## config.mk

```make
export PLATFORM = sky130hd
export DESIGN_NAME = calc_sequencer
export DESIGN_NICKNAME = d
export VERILOG_FILES = /design/src/rtl/calc_sequencer.sv
export SDC_FILE = /design/constraint.sdc
export NUM_CORES = 1
export LEC_CHECK = 0
export BUFFER_PORTS_ARGS = -buffer_cell sky130_fd_sc_hd__clkbuf_2
export CORE_MARGIN = 3
export CORE_UTILIZATION = 63
export CTS_BUF_LIST = sky130_fd_sc_hd__clkbuf_8 sky130_fd_sc_hd__clkbuf_16
export CTS_CLUSTER_DIAMETER = 30
export DETAILED_ROUTE_END_ITERATION = 10
export GPL_TIMING_DRIVEN = 0
export PLACE_DENSITY_LB_ADDON = 0.12
export SYNTH_ARGS = -nofsm -noshare
export SYNTH_HDL_FRONTEND = slang
export SYNTH_SLANG_ARGS = --single-unit
```

## constraint.sdc

```tcl
create_clock -name clk -period 4.85 [get_ports clk]
set_input_delay 0.485 -clock clk [delete_from_list [all_inputs] [get_ports clk]]
set_output_delay 0.485 -clock clk [all_outputs]
set_load 0.05 [all_outputs]
```

## src/rtl/calc_sequencer.sv

```systemverilog
// Keyboard sequencer for the two-operand decimal calculator: collects A, op, B,
// computes add/sub/mul over a fixed 7-cycle window, then double-dabbles the result for display.
module calc_sequencer #(
  parameter int         KEY_BITS = 9,
  parameter logic [3:0] BLANK    = 4'hF,
  parameter logic [3:0] MINUS    = 4'hE
) (
  input  logic                clk,
  input  logic                rst,
  input  logic [KEY_BITS-1:0] kb_in,
  input  logic                key_valid,
  output logic [3:0]          d3,
  output logic [3:0]          d2,
  output logic [3:0]          d1,
  output logic [3:0]          d0,
  output logic [2:0]          state,
  output logic [1:0]          op,
  output logic                busy,
  output logic                done
);

  typedef enum logic [2:0] {
    S_A    = 3'd0,
    S_B    = 3'd1,
    S_CALC = 3'd2,
    S_CONV = 3'd3,
    S_SHOW = 3'd4
  } state_t;

  localparam logic [KEY_BITS-1:0] K_D0    = KEY_BITS'(9'h045);
  localparam logic [KEY_BITS-1:0] K_D1    = KEY_BITS'(9'h016);
  localparam logic [KEY_BITS-1:0] K_D2    = KEY_BITS'(9'h01E);
  localparam logic [KEY_BITS-1:0] K_D3    = KEY_BITS'(9'h026);
  localparam logic [KEY_BITS-1:0] K_D4    = KEY_BITS'(9'h025);
  localparam logic [KEY_BITS-1:0] K_D5    = KEY_BITS'(9'h02E);
  localparam logic [KEY_BITS-1:0] K_D6    = KEY_BITS'(9'h036);
  localparam logic [KEY_BITS-1:0] K_D7    = KEY_BITS'(9'h03D);
  localparam logic [KEY_BITS-1:0] K_D8    = KEY_BITS'(9'h03E);
  localparam logic [KEY_BITS-1:0] K_D9    = KEY_BITS'(9'h046);
  localparam logic [KEY_BITS-1:0] K_PLUS  = KEY_BITS'(9'h079);
  localparam logic [KEY_BITS-1:0] K_SUB   = KEY_BITS'(9'h07B);
  localparam logic [KEY_BITS-1:0] K_MUL   = KEY_BITS'(9'h07C);
  localparam logic [KEY_BITS-1:0] K_ENTER = KEY_BITS'(9'h05A);
  localparam logic [KEY_BITS-1:0] K_ESC   = KEY_BITS'(9'h076);

  state_t      state_q, state_d;
  logic [3:0]  a1_q, a1_d, a0_q, a0_d, b1_q, b1_d, b0_q, b0_d;
  logic [1:0]  op_q, op_d;
  logic        neg_q, neg_d;
  logic [3:0]  cnt_q, cnt_d;
  logic [13:0] res_q, res_d;
  logic [15:0] bcd_q, bcd_d;
  logic [3:0]  d3_q, d3_d, d2_q, d2_d, d1_q, d1_d, d0_q, d0_d;
  logic        done_q, done_d;

  logic        is_digit, is_op, is_enter, is_esc;
  logic [3:0]  digit;
  logic [1:0]  op_code;
  logic [6:0]  a_bin, b_bin, diff;
  logic [13:0] addend;
  logic [15:0] bcd_adj;
  logic        z3, z32, z321;

  assign a_bin  = {3'b0, a1_q} * 7'd10 + {3'b0, a0_q};
  assign b_bin  = {3'b0, b1_q} * 7'd10 + {3'b0, b0_q};
  assign diff   = (a_bin >= b_bin) ? a_bin - b_bin : b_bin - a_bin;
  assign addend = {7'd0, a_bin} << cnt_q;

  // Double-dabble pre-shift correction: any BCD nibble above 4 gets +3.
  for (genvar gi = 0; gi < 4; gi++) begin : g_adj
    assign bcd_adj[gi*4 +: 4] = (bcd_q[gi*4 +: 4] > 4'd4) ? bcd_q[gi*4 +: 4] + 4'd3
                                                           : bcd_q[gi*4 +: 4];
  end

  always_comb begin
    is_digit = 1'b0;
    is_op    = 1'b0;
    digit    = 4'd0;
    op_code  = 2'd0;
    is_enter = key_valid && (kb_in == K_ENTER);
    is_esc   = key_valid && (kb_in == K_ESC);
    if (key_valid) begin
      case (kb_in)
        K_D0:   begin is_digit = 1'b1; digit = 4'd0; end
        K_D1:   begin is_digit = 1'b1; digit = 4'd1; end
        K_D2:   begin is_digit = 1'b1; digit = 4'd2; end
        K_D3:   begin is_digit = 1'b1; digit = 4'd3; end
        K_D4:   begin is_digit = 1'b1; digit = 4'd4; end
        K_D5:   begin is_digit = 1'b1; digit = 4'd5; end
        K_D6:   begin is_digit = 1'b1; digit = 4'd6; end
        K_D7:   begin is_digit = 1'b1; digit = 4'd7; end
        K_D8:   begin is_digit = 1'b1; digit = 4'd8; end
        K_D9:   begin is_digit = 1'b1; digit = 4'd9; end
        K_PLUS: begin is_op = 1'b1; op_code = 2'd0; end
        K_SUB:  begin is_op = 1'b1; op_code = 2'd1; end
        K_MUL:  begin is_op = 1'b1; op_code = 2'd2; end
        default: ;
      endcase
    end
  end

  always_comb begin
    state_d = state_q;
    a1_d = a1_q; a0_d = a0_q; b1_d = b1_q; b0_d = b0_q;
    op_d = op_q; neg_d = neg_q; cnt_d = cnt_q;
    res_d = res_q; bcd_d = bcd_q;
    d3_d = d3_q; d2_d = d2_q; d1_d = d1_q; d0_d = d0_q;
    z3 = 1'b0; z32 = 1'b0; z321 = 1'b0;

    case (state_q)
      S_A: begin
        if (is_digit) begin
          a1_d = a0_q; a0_d = digit;
        end else if (is_op) begin
          op_d = op_code; b1_d = 4'd0; b0_d = 4'd0; state_d = S_B;
        end
      end
      S_B: begin
        if (is_digit) begin
          b1_d = b0_q; b0_d = digit;
        end else if (is_enter) begin
          state_d = S_CALC; cnt_d = 4'd0; res_d = 14'd0; neg_d = 1'b0;
        end
      end
      S_CALC: begin
        if (op_q == 2'd2) begin
          if (b_bin[cnt_q[2:0]]) res_d = res_q + addend;
        end else if (cnt_q == 4'd0) begin
          res_d = (op_q == 2'd0) ? {7'd0, a_bin} + {7'd0, b_bin} : {7'd0, diff};
          neg_d = (op_q == 2'd1) && (a_bin < b_bin);
        end
        cnt_d = cnt_q + 4'd1;
        if (cnt_q == 4'd6) begin
          state_d = S_CONV; cnt_d = 4'd0; bcd_d = 16'd0;
        end
      end
      S_CONV: begin
        bcd_d = {bcd_adj[14:0], res_q[13]};
        res_d = {res_q[12:0], 1'b0};
        cnt_d = cnt_q + 4'd1;
        if (cnt_q == 4'd13) state_d = S_SHOW;
      end
      S_SHOW: begin
        if (is_digit) begin
          a1_d = 4'd0; a0_d = digit; b1_d = 4'd0; b0_d = 4'd0;
          op_d = 2'd0; state_d = S_A;
        end
      end
      default: state_d = S_A;
    endcase

    if (is_esc) begin
      state_d = S_A; cnt_d = 4'd0;
      a1_d = 4'd0; a0_d = 4'd0; b1_d = 4'd0; b0_d = 4'd0;
      op_d = 2'd0; neg_d = 1'b0;
    end

    // Display tracks the next state so it changes in the cycle right after the key.
    case (state_d)
      S_A: begin d3_d = BLANK; d2_d = BLANK; d1_d = a1_d; d0_d = a0_d; end
      S_B: begin d3_d = BLANK; d2_d = BLANK; d1_d = b1_d; d0_d = b0_d; end
      S_SHOW: begin
        if (state_q != S_SHOW) begin
          if (neg_d) begin
            d3_d = MINUS; d2_d = BLANK;
            d1_d = (bcd_d[7:4] == 4'd0) ? BLANK : bcd_d[7:4];
            d0_d = bcd_d[3:0];
          end else begin
            z3   = (bcd_d[15:12] == 4'd0);
            z32  = z3 && (bcd_d[11:8] == 4'd0);
            z321 = z32 && (bcd_d[7:4] == 4'd0);
            d3_d = z3   ? BLANK : bcd_d[15:12];
            d2_d = z32  ? BLANK : bcd_d[11:8];
            d1_d = z321 ? BLANK : bcd_d[7:4];
            d0_d = bcd_d[3:0];
          end
        end
      end
      default: ;
    endcase

    done_d = (state_d == S_SHOW) && (state_q != S_SHOW);
  end

  always_ff @(posedge clk or negedge rst) begin
    if (!rst) begin
      state_q <= S_A;
      a1_q <= 4'd0; a0_q <= 4'd0; b1_q <= 4'd0; b0_q <= 4'd0;
      op_q <= 2'd0; neg_q <= 1'b0; cnt_q <= 4'd0;
      res_q <= 14'd0; bcd_q <= 16'd0;
      d3_q <= BLANK; d2_q <= BLANK; d1_q <= 4'd0; d0_q <= 4'd0;
      done_q <= 1'b0;
    end else begin
      state_q <= state_d;
      a1_q <= a1_d; a0_q <= a0_d; b1_q <= b1_d; b0_q <= b0_d;
      op_q <= op_d; neg_q <= neg_d; cnt_q <= cnt_d;
      res_q <= res_d; bcd_q <= bcd_d;
      d3_q <= d3_d; d2_q <= d2_d; d1_q <= d1_d; d0_q <= d0_d;
      done_q <= done_d;
    end
  end

  assign state = state_q;
  assign op    = op_q;
  assign busy  = (state_q == S_CALC) || (state_q == S_CONV);
  assign done  = done_q;
  assign d3 = d3_q;
  assign d2 = d2_q;
  assign d1 = d1_q;
  assign d0 = d0_q;

endmodule

```

Word level (Yosys, flattened, before mapping):

Cells that the tools add are included.

* multiply operators: 2
* magnitude comparators: 7
* shift operators: 1
* mux-type cells: 83
* div/mod/pow operators: 0
* bitwise operators: 0
* add/subtract/negate cells: 11
* reduce and logical (&&, ||, !) cells: 28
* equal/unequal tests: 36

Operators with widths (count)
* 2-to-1 mux 4 bit: 35
* 2-to-1 mux 14 bit: 5
* equality test 9 x 7 -> 1 bit (second input constant): 7
* case mux 4 bit (3 select lines): 5
* equality test 9 x 6 -> 1 bit (second input constant): 6
* case mux 14 bit (3 select lines): 1
* case mux 4 bit (9 select lines): 1
* case mux 16 bit (2 select lines): 1
* 2-to-1 mux 3 bit: 9
* != test 3 bit (second input constant): 8
* case mux 4 bit (2 select lines): 3
* equality test 9 x 5 -> 1 bit (second input constant): 2
* > comparator 4 x 3 -> 1 bit (second input constant): 4
* logical NOT 4 bit: 4
* 2-to-1 mux 16 bit: 1
* case mux 3 bit (5 select lines): 1
* adder 14 bit: 1
* adder 7 x 4 -> 7 bit: 2
* << shifter 7 x 4 -> 14 bit: 1
* subtractor 7 bit: 2
* adder 4 x 2 -> 4 bit (second input constant): 3
* multiplier 4 x 3 -> 6 bit (second input constant): 2
* 2-to-1 mux 1 bit: 10
* 2-to-1 mux 2 bit: 5
* 33 further kinds: 49

* input bits: 12
* bits in latches: 0
* output and inout port bits: 23
* memories: 0
* word-level logic and storage cells: 183
* memory bits (writable): 0
* memory bits (read-only): 0
* bits in registers: 73

Longest topological paths before layout:

Gate-level depths: netlist of the first run.

* depth in word-level cells: 12
* depth in mapped cells: 21
* depth with buffers taken out: 21

Worst setup path before layout of the first run:

Ideal clock, no wire load.

* kind: register -> register
* from: register a1_q[1]
* to: register res_q[5]
* clock period less this slack: 4471 ps
* cell stages (with the launch flop): 18
* setup time: 143 ps
* slack: 379 ps
* arrival: 4328 ps
* cells stage by stage: dfrtp_1 -> ha_1 -> ha_1 -> inv_1 -> fa_1 -> nor2b_1 -> o211ai_1 -> xnor2_1 -> ha_1 -> or3_1 -> a221oi_2 -> or2_2 -> clkbuf_1 -> o31ai_1 -> o21ba_2 -> xnor2_1 -> a2111oi_0 -> o22ai_1

* longest elaborated chain between the ends: 8
* elaborated cells on any way between the ends: 14
* classes of those cells: 5 x add/sub; 1 x mul; 1 x order compare; 1 x shift; 6 x mux

RTL lines
* start: declaration: RTL line 47 `logic [3:0] a1_q, a1_d, a0_q, a0_d, b1_q, b1_d, b0_q, b0_d;`
* start signal: assignment: RTL line 188 `a1_q <= 4'd0; a0_q <= 4'd0; b1_q <= 4'd0; b0_q <= 4'd0;`
* start signal: assignment: RTL line 195 `a1_q <= a1_d; a0_q <= a0_d; b1_q <= b1_d; b0_q <= b0_d;`
* multiplier 4 x 3 -> 6 bit (*): RTL line 64 `assign a_bin = {3'b0, a1_q} * 7'd10 + {3'b0, a0_q};`
* adder 7 x 4 -> 7 bit (*): RTL line 64
* parallel branches: the longest is 4 deep, another holds adder 14 bit
* 2-to-1 mux 14 bit (*): RTL line 126 `if (op_q == 2'd2) begin`
* case mux 14 bit (3 select lines) (*): RTL line 110 `case (state_q)`
* end signal: assignment: RTL line 190 `res_q <= 14'd0; bcd_q <= 16'd0;`
* end signal: assignment: RTL line 197 `res_q <= res_d; bcd_q <= bcd_d;`
* end: declaration: RTL line 51 `logic [13:0] res_q, res_d;`

Every way passes the cells marked *. The select of a mux whose other input is x is not followed.
A chain may end at the register's enable or synchronous reset.

Final worst setup path of the first run:

* from: register a1_q[1]
* to: register d1_q[2] (netlist: d1[2])

* longest elaborated chain between the ends: 11

RTL lines
* multiplier 4 x 3 -> 6 bit: RTL line 64
* adder 7 x 4 -> 7 bit: RTL line 64
* less-than comparator 7 bit: RTL line 130 `neg_d = (op_q == 2'd1) && (a_bin < b_bin);`
* logical AND 1 bit: RTL line 130
* 2-to-1 mux 1 bit: RTL line 128 `end else if (cnt_q == 4'd0) begin`
* 2-to-1 mux 1 bit: RTL line 126
* case mux 1 bit (2 select lines): RTL line 110
* 2-to-1 mux 1 bit: RTL line 152 `if (is_esc) begin`
* 2-to-1 mux 4 bit: RTL line 164 `if (neg_d) begin`
* 2-to-1 mux 4 bit: RTL line 163 `if (state_q != S_SHOW) begin`
* case mux 4 bit (3 select lines): RTL line 159 `case (state_d)`
* end signal: assignment: RTL line 191 `d3_q <= BLANK; d2_q <= BLANK; d1_q <= 4'd0; d0_q <= 4'd0;`
* end signal: assignment: RTL line 198 `d3_q <= d3_d; d2_q <= d2_d; d1_q <= d1_d; d0_q <= d0_d;`
* end: declaration: RTL line 53 `logic [3:0] d3_q, d3_d, d2_q, d2_d, d1_q, d1_d, d0_q, d0_d;`

Every way passes these cells. The select of a mux whose other input is x is not followed.

==> impl_metrics.toml, run 1 <==
[route]
drt_iter0_markers = 524
ant_nets = 0
via_count = 6113
wl_per_cell_um = 18.5
routed_wl_um = 17700
first_pass_iters = 6
drc = 0
via_per_inst = 6.37

[floorplanning]
core_mm2 = 0.00986
num_rows = 36
fp.dieW_um = 107
die-height_um = 107
ioPinCount = 35
dieArea_mm2 = 0.0115
start_util = 0.654

[sta]
fin_skew_ns = 0.0146
setup_violations = 0
fmax_mhz = 213
period_share = 0.967
slew_viol_final = 0
rsz0062_at_grt = "yes"
relSlewSlack = 0.346
tightest_slew_ns = 0.977
finalHoldViolCount = 0
min_period_ns = 4.69

[hold_path]
hold_class = "register to register"
hold_depth = 1
min_to = "d0[2]"
min_from = "d0[2]"

[clocking]
cts_made_buffers = 9
cts_tree = "done"
root_buffer = "clkbuf_8"
htreeDepth = 3
cts_buffer_depth = 2
clkTransAtPathRegs_ns = 0.08
clk-insertion-delay-late_ns = 0.37
clock_sinks = 73

[yosys]
seq_area_frac_synth = 0.285
ys_async_sr_fraction = 1.00
synthFlopType = "dfrtp_1"
synthMuxAreaShare = 0.0310
yosys.area_share.simple = 0.208
synthCells = 774
postSynthAreaPerCell_um2 = 8.33
synth-compound-area-share = 0.240
netlist_area_mm2 = 0.00645
synthDistinctLibCells = 83
synthAdderAreaFrac = 0.128
synth_edf_count = 0
synth_top_family_by_area = "compound AO/OA/AOI/OAI gates"
ys_ff_latch = 73
syn_nets = 847
synth_xor_area_frac = 0.0462
synth_warnings = 0

[critical_path]
startpoint_type = "register"
critPathKind = "register to register"
path_max_fanout = 5
r2r_cells = 17
worstReg2RegEnd = "d1[2]"
critical_path_required_ns = 5.08
r2r_slack_ns = 0.16
critPathCaptureType = "register"
cp.arrival_ns = 4.92
rr_startpoint = "a1_q[1]"

[global_routing]
grt_first_pass_wirelength_um = 29400
antenna_found_initial = 0
grt_pass1_vias = 6070
grt_usage = 0.319
grt-ovfl-total = 0
grt_max_degree = 63

[layout]
nFillCells = 778
ff_latch_area_mm2 = 0.00184
post-route-util = 0.727
area_growth_pct = 11.3
layout-drive-gt1-share = 0.139
antenna_cells = 0
instances_no_fill = 960
multi_input_area_mm2 = 0.00434
layout.nets = 895

[pwr]
vdd_drop_max_uv = 141
p_per_area_mw_per_mm2 = 251
p_leak_nw = 3.23

[place]
post-dp-hpwl_um = 13300
gp_congestion = 0.952
place_inst = 940
port_buffers = 32

[job]
maxCapViolCount = 0

[outcome]
outcome = "completed"
cell usage in the layout (no fill, tap or decap), types with 7 or more instances in the layout:
cell / netlist / routed
nor2_1: 90 / 88
dfrtp_1: 65 / 65
inv_1: 64 / 64
ha_1: 53 / 51
nand2_1: 50 / 50
a21oi_1: 51 / 50
o21ai_0: 43 / 41
clkbuf_2: 0 / 31
nor3_1: 24 / 24
clkbuf_1: 24 / 23
xnor2_1: 23 / 21
a22oi_1: 18 / 18
nor2b_1: 17 / 16
o22ai_1: 15 / 15
mux2i_1: 11 / 11
xor2_1: 11 / 11
nand3_1: 11 / 11
a31oi_1: 10 / 10
clkbuf_8: 0 / 10
nand2b_1: 9 / 9
dfstp_2: 8 / 8
nor3b_1: 7 / 7
a211oi_1: 8 / 7
o22a_1: 7 / 7
a21o_1: 7 / 7
nand4_1: 7 / 7
fa_1: 8 / 7
per-layer routing:
metal  routed length, um  GRT usage  vias up
met3                1090     0.0397       40
li1                    -          -     2889
met4                 483      0.117        0
met5                   0          0        -
met1                7560      0.419     2929
met2                8590      0.540      255
where the power goes:
group          switching (mW)  internal, mW
Combinational           0.388         0.243
Sequential             0.0323         0.636
Clock                   0.250         0.253
cell type report:
cell class              instances  share of cell area
well taps                     133              0.0232
multi-input cells             602               0.605
clock buffers                  10              0.0192
repair buffers                 38              0.0321
flip-flops and latches         73               0.256
inverters                      65              0.0340
clock inverters                 6             0.00907
plain buffers                  33              0.0213
through the flow:
step | total power, mW | setup WS, ns | cell area (um2) | hold WS (ns) | setup TNS, ns
after floorplan | 1.11 | 0.379 | 6450 | 0.189 | 0
final | 1.80 | 0.158 | 7180 | 0.501 | 0
after global placement | 1.26 | -0.549 | 6780 | 0.478 | -2.15
after CTS | 1.78 | 0.0403 | 7070 | 0.489 | 0
after global routing | 1.90 | -0.0295 | 7180 | 0.523 | -0.0823
after detailed placement | 1.27 | -0.553 | 6810 | 0.380 | -3.08
registers in the layout, indices dropped and copies added (netlist names):
register	flops
neg_q	1
bcd_q	16
state	3
d1	4
a0_q	4
b1_q	4
b0_q	4
d0	4
a1_q	4
done	1
res_q	14
d2	4
d3	4
cnt_q	4
op	2
synth_stat cells, drive strengths merged, types with 7 or more instances:
library cell  number  area [um2]
clkbuf            24        90.1
a31oi             10        62.6
nor2              90         338
xnor2             23         201
dfrtp             65        1630
or3                7        43.8
o22a               7        61.3
inv               65         244
fa                 8         160
nand4              7        43.8
a22oi             18         135
dfstp              8         210
nand3             11        55.1
nor3b              7        52.6
a21o               8        67.6
a21oi             52         272
xor2              11        96.3
nand2             50         188
o21ai             45         229
a211oi             8        60.1
nor3              24         120
mux2i             11         110
nand2b            10        70.1
o22ai             15        93.8
buf               10        66.3
ha                53         663
nor2b             17         106
repair_timing:
item                       CTS  global route
hold endpoints to repair     9             0
pin swaps                    1            14
setup endpoints to repair   15             8
hold buffers                 1             0
setup buffers                1             3
resized for setup            8            21
cells by family (layout without fill, tap and decap cells):
logic type,Yosys count,in the layout
compound gates,226,226
xor+xnor,34,34
fa+ha+maj,61,61
buf+inv,99,152
flops,73,73
mux,18,18
simple gates,263,263
worst max path at each step:
stage,startpoint,end,cells past startpoint
2_1_floorplan,a1_q[1],res_q[5],17
6_report,a1_q[1],d1[2],17
5_1_grt,a1_q[0],d1[1],16
4_1_cts,a1_q[1],d1[2],16
3_5_place_dp,a1_q[1],d1[2],15
3_3_place_gp,a1_q[1],res_q[5],17
worst max-delay path: stages, from the launching register on:
cell and delay [ns]:
dfrtp_1 0.44, ha_1 0.30, ha_1 0.19, inv_1 0.07, fa_2 0.48, nor2b_2 0.15, o211ai_1 0.14, xnor2_2 0.18
buf_4 0.15, ha_1 0.37, or3_1 0.43, o21ai_0 0.19, o21ai_0 0.23, o21ai_2 0.23, a21boi_2 0.32, nor4_1 0.09
a2111oi_1 0.47, a21oi_1 0.14
Power figures use the tool's default switching activity.
==> run 2: changes to the inputs <==
Settings changed: RECOVER_POWER from default to 50.
==> run 2 against run 1 <==
Against the previous run:
- the run now ends with capacitance limit, slew limit left
- critical path depth did not move
- count of clock-buffer cells in the layout did not move
- register-to-register slack improved by 0.02 ns
- total power fell by 0.21%
- flip-flop and latch count did not move
- sequential share of layout area rose by 0.14 points
- final cell count did not move
- clock skew fell by 0.00098 ns
- worst setup slack improved by 0.022 ns
- routed wire length rose by 0.14%
- largest cell class unchanged
==> impl_metrics.toml, run 2 (same netlist as run 1, synthesis figures left out) <==
[layout]
final_cell_mix = "nor2_1 (88), dfrtp_1 (65), inv_1 (64), ha_1 (51)"
design_area_mm2 = 0.00714
area_growth_pct = 10.7
nFillCells = 790
reg_top3 = "bcd_q (16), res_q (14)"
layout.nets = 895
largest_register = "bcd_q"
largest_reg_flops = 16
antenna_cells = 0
layout_commonest_cell = "nor2_1"
layout-drive-gt1-share = 0.126

[route]
ant_nets = 0
drt_iter0_markers = 531
drc = 0
routed_wl_um = 17700
wl_per_cell_um = 18.5
via_count = 6129
via_per_inst = 6.38
first_pass_iters = 5

[global_routing]
top_usage_layer = "met2"
grt_pass1_vias = 6070
grtUsageMet2 = 0.540
grt_usage = 0.319
grt-ovfl-total = 0
use_met3 = 0.0397
antenna_found_initial = 0
grt_first_pass_wirelength_um = 29400
grt_max_degree = 63
use_met1 = 0.419

[floorplanning]
die-height_um = 107
start_util = 0.654
dieArea_mm2 = 0.0115
ioPinCount = 35
fp.dieW_um = 107
core_mm2 = 0.00986
num_rows = 36

[pwr]
p_per_area_mw_per_mm2 = 252
p_leak_nw = 3.19
p_total_mw = 1.80
vdd_drop_max_uv = 142

[place]
gp_congestion = 0.952
placed_cell_area_mm2 = 0.00681
port_buffers = 32
post-dp-hpwl_um = 13300

[clocking]
htreeDepth = 3
clock_sinks = 73
cts_tree = "done"
clk-insertion-delay-late_ns = 0.37
cts_buffer_depth = 2
cts_made_buffers = 9
root_buffer = "clkbuf_8"
clkTransAtPathRegs_ns = 0.08

[outcome]
outcome = "finished with violations"
violations = "capacitance limit, slew limit"

[job]
maxCapViolCount = 1

[sta]
finalHoldViolCount = 0
fmax_mhz = 214
relSlewSlack = -1.22
slew_viol_final = 63
hold_ws_ns = 0.500
fin_skew_ns = 0.0136
period_share = 0.963
setup_violations = 0
tightest_slew_ns = 3.33
min_period_ns = 4.67
rsz0062_at_grt = "yes"

[critical_path]
cpPeakStageDelay_ns = 0.48
startpoint_type = "register"
slowest_stage = "fa_2"
worstReg2RegEnd = "d1[2]"
crit_chain = "ha_1, ha_1, inv_1, fa_2, nor2b_2, o211ai_1, xnor2_2, buf_4, ha_1, or3_1, o21ai_0, o21ai_0, o21ai_2, a21boi_2, nor4_1, a2111oi_1, a21oi_1"
cp.arrival_ns = 4.90
r2r_slack_ns = 0.18
r2r_cells = 17
critPathCaptureType = "register"
critPathTopFamily = "compound AO/OA/AOI/OAI gates"
critPathKind = "register to register"
worst-path-buf-inv = 2
rr_startpoint = "a1_q[1]"
cpMostUsedCell = "ha_1"
path_max_fanout = 5
critical_path_required_ns = 5.08

[hold_path]
min_to = "d0[2]"
min_from = "d0[2]"
hold_class = "register to register"
hold_depth = 1
run 2: layer usage:
metal / vias to the layer above / wire length (um)
met3: 45 / 1170
met5: - / 0
li1: 2890 / -
met2: 285 / 8620
met1: 2909 / 7440
met4: 0 / 511
run 2: cell type report:
class / instances / area [um2] / area share
multi-input cells: 602 / 4340 / 0.609
flip-flops and latches: 73 / 1840 / 0.257
inverters: 65 / 244 / 0.0342
repair buffers: 38 / 191 / 0.0268
well taps: 133 / 166 / 0.0233
plain buffers: 33 / 153 / 0.0214
clock buffers: 10 / 138 / 0.0193
clock inverters: 6 / 65.1 / 0.00912
run 2: per-stage QoR:
| step | util | setup WS, ns | setup TNS [ns] | std cells |
|---|---|---|---|---|
| 2_1_floorplan | - | 0.379 | 0 | 774 |
| 3_3_place_gp | 0.687 | -0.549 | -2.15 | 939 |
| 3_5_place_dp | 0.690 | -0.553 | -3.08 | 940 |
| 4_1_cts | 0.717 | 0.0403 | 0 | 957 |
| 5_1_grt | 0.723 | -0.0328 | -0.843 | 960 |
| 6_report | 0.723 | 0.180 | 0 | 960 |
run 2: worst max-delay path by stage:
stage	startpoint	slack, ns	cells past startpoint	to
after floorplan	a1_q[1]	0.38	17	res_q[5]
after global placement	a1_q[1]	-0.55	17	res_q[5]
after detailed placement	a1_q[1]	-0.55	15	d1[2]
after CTS	a1_q[1]	0.04	16	d1[2]
after global routing	rst	-0.03	3	d1[0]
final	a1_q[1]	0.18	17	d1[2]
run 2: power by group:
part	total (mW)	leakage, nW	internal, mW	switching (mW)
Clock	0.504	0.103	0.253	0.251
Combinational	0.625	2.13	0.238	0.387
Sequential	0.669	0.952	0.636	0.0330
Total	1.80	3.19	1.13	0.671
run 2: timing repair:
item                                    CTS  global route
gates resized for setup                   8            21
pin swaps                                 1            14
buffers inserted                          1             3
endpoints found under the setup margin   15             8
hold buffers                              1             0
endpoints found under the hold margin     9             0
